### src/rtl/reaction_timer_datapath.sv
// Timing datapath for the reaction game: pseudo-random red-light delay and
// millisecond reaction counter with last/best score registers.
module reaction_timer_datapath #(
  parameter int unsigned TICK_DIV     = 50000,
  parameter int unsigned MIN_DELAY_MS = 1000,
  parameter int unsigned RAND_BITS    = 12,
  parameter int unsigned MAX_SCORE    = 9999,
  parameter logic [15:0] LFSR_SEED    = 16'hACE1
) (
  input  logic        clk,
  input  logic        iReset,
  input  logic        startDownCount,
  input  logic        startUpCount,
  input  logic        loadScore,
  output logic        downCountComplete,
  output logic [13:0] score,
  output logic        scoreValid,
  output logic [13:0] bestScore
);

  localparam int unsigned PRE_W     = (TICK_DIV > 2) ? $clog2(TICK_DIV) : 1;
  localparam logic [PRE_W-1:0] PRE_LAST = PRE_W'(TICK_DIV - 1);
  localparam logic [15:0] RAND_MASK = 16'((32'd1 << RAND_BITS) - 32'd1);
  localparam logic [15:0] DELAY_MIN = 16'(MIN_DELAY_MS);
  localparam logic [13:0] SCORE_MAX = 14'(MAX_SCORE);

  logic [15:0]      lfsr;
  logic             lfsrFb;
  logic [PRE_W-1:0] prescaler;
  logic             tick;
  logic [15:0]      downCnt;
  logic [15:0]      delayLoad;
  logic             downActive;
  logic [13:0]      upCnt;
  logic [13:0]      upNext;
  logic             upArmed;
  logic             anyStart;

  assign lfsrFb    = lfsr[15] ^ lfsr[13] ^ lfsr[12] ^ lfsr[10];
  assign tick      = (prescaler == PRE_LAST);
  assign anyStart  = startDownCount | startUpCount;
  assign delayLoad = DELAY_MIN + (lfsr & RAND_MASK);
  assign upNext    = (upCnt >= SCORE_MAX) ? SCORE_MAX : upCnt + 14'd1;

  // Free-running Fibonacci LFSR; a non-zero seed keeps it out of the all-zero state.
  always_ff @(posedge clk) begin
    if (iReset) begin
      lfsr <= LFSR_SEED;
    end else begin
      lfsr <= {lfsr[14:0], lfsrFb};
    end
  end

  // Millisecond prescaler, realigned by either start strobe.
  always_ff @(posedge clk) begin
    if (iReset) begin
      prescaler <= '0;
    end else if (anyStart || tick) begin
      prescaler <= '0;
    end else begin
      prescaler <= prescaler + PRE_W'(1);
    end
  end

  // Red-light delay; reload dominates a coincident tick.
  always_ff @(posedge clk) begin
    if (iReset) begin
      downCnt           <= '0;
      downActive        <= 1'b0;
      downCountComplete <= 1'b0;
    end else if (startDownCount) begin
      downCnt           <= delayLoad;
      downActive        <= 1'b1;
      downCountComplete <= 1'b0;
    end else if (downActive && tick) begin
      if (downCnt == 16'd1) begin
        downCnt           <= '0;
        downActive        <= 1'b0;
        downCountComplete <= 1'b1;
      end else begin
        downCnt <= downCnt - 16'd1;
      end
    end
  end

  // Reaction counter and score latching; arming beats a coincident latch request.
  always_ff @(posedge clk) begin
    if (iReset) begin
      upCnt      <= '0;
      upArmed    <= 1'b0;
      score      <= '0;
      scoreValid <= 1'b0;
      bestScore  <= SCORE_MAX;
    end else if (startUpCount) begin
      upCnt   <= '0;
      upArmed <= 1'b1;
    end else if (loadScore && upArmed) begin
      score      <= upCnt;
      scoreValid <= 1'b1;
      upArmed    <= 1'b0;
      if (upCnt < bestScore) begin
        bestScore <= upCnt;
      end
    end else if (upArmed && tick) begin
      upCnt <= upNext;
    end
  end

endmodule

### config.mk
export PLATFORM = sky130hd
export DESIGN_NAME = reaction_timer_datapath
export DESIGN_NICKNAME = d
export VERILOG_FILES = /design/src/rtl/reaction_timer_datapath.sv
export SDC_FILE = /design/constraint.sdc
export NUM_CORES = 1
export LEC_CHECK = 0
export CORE_MARGIN = 10
export CORE_UTILIZATION = 25
export DETAILED_ROUTE_END_ITERATION = 8
export PLACE_DENSITY = 0.49
export SYNTH_ARGS = -nofsm -noshare
export SYNTH_HDL_FRONTEND = slang
export SYNTH_SLANG_ARGS = --single-unit
### constraint.sdc
create_clock -name clk -period 2.6 [get_ports clk]
set_clock_uncertainty 0.1 [all_clocks]
set_input_delay 0.39 -clock clk [delete_from_list [all_inputs] [get_ports clk]]
set_output_delay 0.39 -clock clk [all_outputs]
set_load 0.02 [all_outputs]
==> run metrics <==
area share of the leading cell type in the synthesized netlist 0.416; biggest cell delay along the critical path 640 ps; peak ir drop on the vdd network 0.000304 V; met3 wirelength from detailed routing 585 µm; Setup Fix Bufs, Post-CTS 0; final hold viol count 0; Die ar. 23900 µm²; worst min-delay path class flop to flop; Layout area overhead 22.7%; Simple-Gate Fraction of Synth Area 0.266; fraction of synthesized cell area in xor and xnor cells 0.0638; largest net degree at the start of global routing 35; post-synthesis cell type count 54; Post-synth ARST share 0; worst setup path class flop to flop; combinational family with the most area after synthesis simple AND/OR/NAND/NOR gates; antenna-violating nets left 0; critical-path cell list or4b_4, o41a_1, nor4b_2, xnor2_1, nor2_1; clock tree root buffer cell sky130_fd_sc_hd__clkbuf_16; die outline height 155 µm; number of setup violations in the final report 0; Antenna Diode Count 0; maximum buffer depth of the clock tree 2; number of synthesized register bits 94; Area contributors post-synth sky130_fd_sc_hd__dfxtp_1, sky130_fd_sc_hd__nor2_1, sky130_fd_sc_hd__ha_1, sky130_fd_sc_hd__a21oi_1, sky130_fd_sc_hd__nand2_1; Relative slew margins 0.595; total congestion overflow 0; Leakage 1.97 nW; kind of start point of the critical path flop; power density over the cells 578 nW/µm²; Buf+Inv Stages, Crit Path 0; H-tree levels 3; fin crit period 2300 ps; critical-path cell with the highest stage delay sky130_fd_sc_hd__o41a_1; horizontal extent of the die 155 µm; Resized cells post-CTS 0; Worst Max-Slew Pin Slew 602 ps; 1st-iter DRT viols 246; wire length of the first global-routing pass 18300 µm; clock-pin slew of the registers on the worst-case setup and hold paths 60 ps; portion of netlist area occupied by mux cells 0.0310; adder-cell share of the synthesized area 0.0498; share of synthesized area occupied by flip-flops and latches 0.416; met2 wire len 4660 µm; WL final 11000 µm; clk_lat worst skew 350 ps; CTS sink cnt 94; compound-cell area share of the yosys netlist 0.127; maximum fanout along the worst path 13; required time at the endpoint of the critical path 2740 ps; capturing element type of the critical path flop; outcome complete, no violations; DRT met1 WL 5570 µm; Pre-antenna DRT Iters 4; CTS Buf Count 9; TritonCTS clock tree done; Arrival @ worst endpoint 2450 ps; setup tns final 0 ps; number of max-slew violations in the final report 0; I/O pin count 35; most common cell after layout, fill and taps aside sky130_fd_sc_hd__dfxtp_1; highest routed metal layer met4; mean area per synthesized cell 8.61 µm²; via count 3815; yosys synthesis warning count 0; Overall Power 3.21 mW; Syn Nets 549; Most used DFF post-synth sky130_fd_sc_hd__dfxtp_1; highest achievable clock rate 434 MHz; fraction of layout instances using a drive strength above 1 0.111; starting density of the core 0.253; most frequent cells in the layout sky130_fd_sc_hd__dfxtp_1, sky130_fd_sc_hd__nor2_1, sky130_fd_sc_hd__nand2_1; num rows 49; final routed wire length divided by cell count 13.6 µm; overall global routing resource usage 0.0928; number of global-route vias before repair 3570; drt drc 0; detailed-route vias per instance 4.73; core region area 17900 µm²; Net count, final 595; fillcell total 1900; delay-heaviest family, CP simple AND/OR/NAND/NOR gates; cell type with the highest aggregate area in the netlist sky130_fd_sc_hd__dfxtp_1; RSZ-0062 raised after global routing false; initial antenna violation count 0; max_cap viols 0; Post-synth EDFFs 0; number of port buffers 34; ratio of final minimum period to clock period 0.887; CTS hold repair buffers 0; post-synthesis instance area 4530 µm²; HPWL after detailed placement 8090 µm; Gate Count Post-Synth 526; weighted congestion at the end of routability-driven global placement 0.815
where the power goes:
group | internal [mW] | switching [mW] | total, mW
Sequential | 1.48 | 0.0352 | 1.52
Combinational | 0.111 | 0.149 | 0.260
Clock | 0.869 | 0.565 | 1.43
worst register-to-register path: stages, from the launching register on:
cell and delay [ps]:
sky130_fd_sc_hd__dfxtp_1 370, sky130_fd_sc_hd__or4b_4 570, sky130_fd_sc_hd__o41a_1 640, sky130_fd_sc_hd__nor4b_2 320
sky130_fd_sc_hd__xnor2_1 150, sky130_fd_sc_hd__nor2_1 50
layout make-up:
class                   count  area, µm²  area share
repair buffers             57        520      0.0937
clock inverters             5       82.6      0.0149
inverters                  27        101      0.0183
multi-input cells         383       2440       0.439
flip-flops and latches     94       1880       0.339
clock buffers              11        243      0.0437
well taps                 229        287      0.0516
metal layers:
layer  track usage  up-vias
met4        0.0270        0
met5             0        -
met1         0.125     1788
li1              -     1934
met3        0.0313       10
met2         0.136       83
Yosys cell counts (3+ instances only):
library cell	n
sky130_fd_sc_hd__a21oi_1	37
sky130_fd_sc_hd__a31oi_1	9
sky130_fd_sc_hd__a32oi_1	4
sky130_fd_sc_hd__and3_1	3
sky130_fd_sc_hd__and4_1	4
sky130_fd_sc_hd__buf_2	4
sky130_fd_sc_hd__buf_6	3
sky130_fd_sc_hd__clkbuf_1	15
sky130_fd_sc_hd__dfxtp_1	94
sky130_fd_sc_hd__ha_1	18
sky130_fd_sc_hd__inv_1	27
sky130_fd_sc_hd__mux2i_1	14
sky130_fd_sc_hd__nand2_1	46
sky130_fd_sc_hd__nand2b_1	14
sky130_fd_sc_hd__nand3_1	20
sky130_fd_sc_hd__nand3b_1	3
sky130_fd_sc_hd__nand4_1	9
sky130_fd_sc_hd__nor2_1	66
sky130_fd_sc_hd__nor2b_1	8
sky130_fd_sc_hd__nor3_1	8
sky130_fd_sc_hd__nor3b_1	3
sky130_fd_sc_hd__nor4_1	8
sky130_fd_sc_hd__o21a_1	4
sky130_fd_sc_hd__o21ai_0	17
sky130_fd_sc_hd__o221a_2	3
sky130_fd_sc_hd__or2_2	8
sky130_fd_sc_hd__or3_1	7
sky130_fd_sc_hd__or4_1	7
sky130_fd_sc_hd__xnor2_1	17
sky130_fd_sc_hd__xor2_1	16
cell families (layout without fill, tap and decap cells):
family | after synthesis | count (layout)
simple gates | 228 | 228
flops | 94 | 94
compound gates | 90 | 90
buf+inv | 49 | 100
xor+xnor | 33 | 33
fa+ha+maj | 18 | 18
mux | 14 | 14
per-stage QoR:
stage               instance area, µm²  hold WS [ps]  utilization  std cells  setup slack [ps]
floorplan                         4530           289            -        526               328
global placement                  5230           299        0.292        790               157
detailed placement                5230           301        0.292        790               170
CTS                               5550           316        0.310        806               286
global route                      5550           324        0.310        806               139
finish                            5550           310        0.310        806               295
final timing paths:
check	start	to	slack, ps	depth (start not counted)
worst min register to register	lfsr[14]	lfsr[15]	310	1
worst max register to register	prescaler[7]	downCnt[14]	300	5
worst max-delay path	prescaler[7]	downCnt[14]	300	5
worst min-delay path	lfsr[14]	lfsr[15]	310	1
flip-flops by register name, summed over array words and instances, names as in the netlist:
register / cells
downCnt: 16
prescaler: 16
upArmed: 1
lfsr: 16
score: 14
bestScore: 14
downCountComplete: 1
downActive: 1
upCnt: 14
scoreValid: 1
Note: power is estimated with default switching activity, not from simulation.
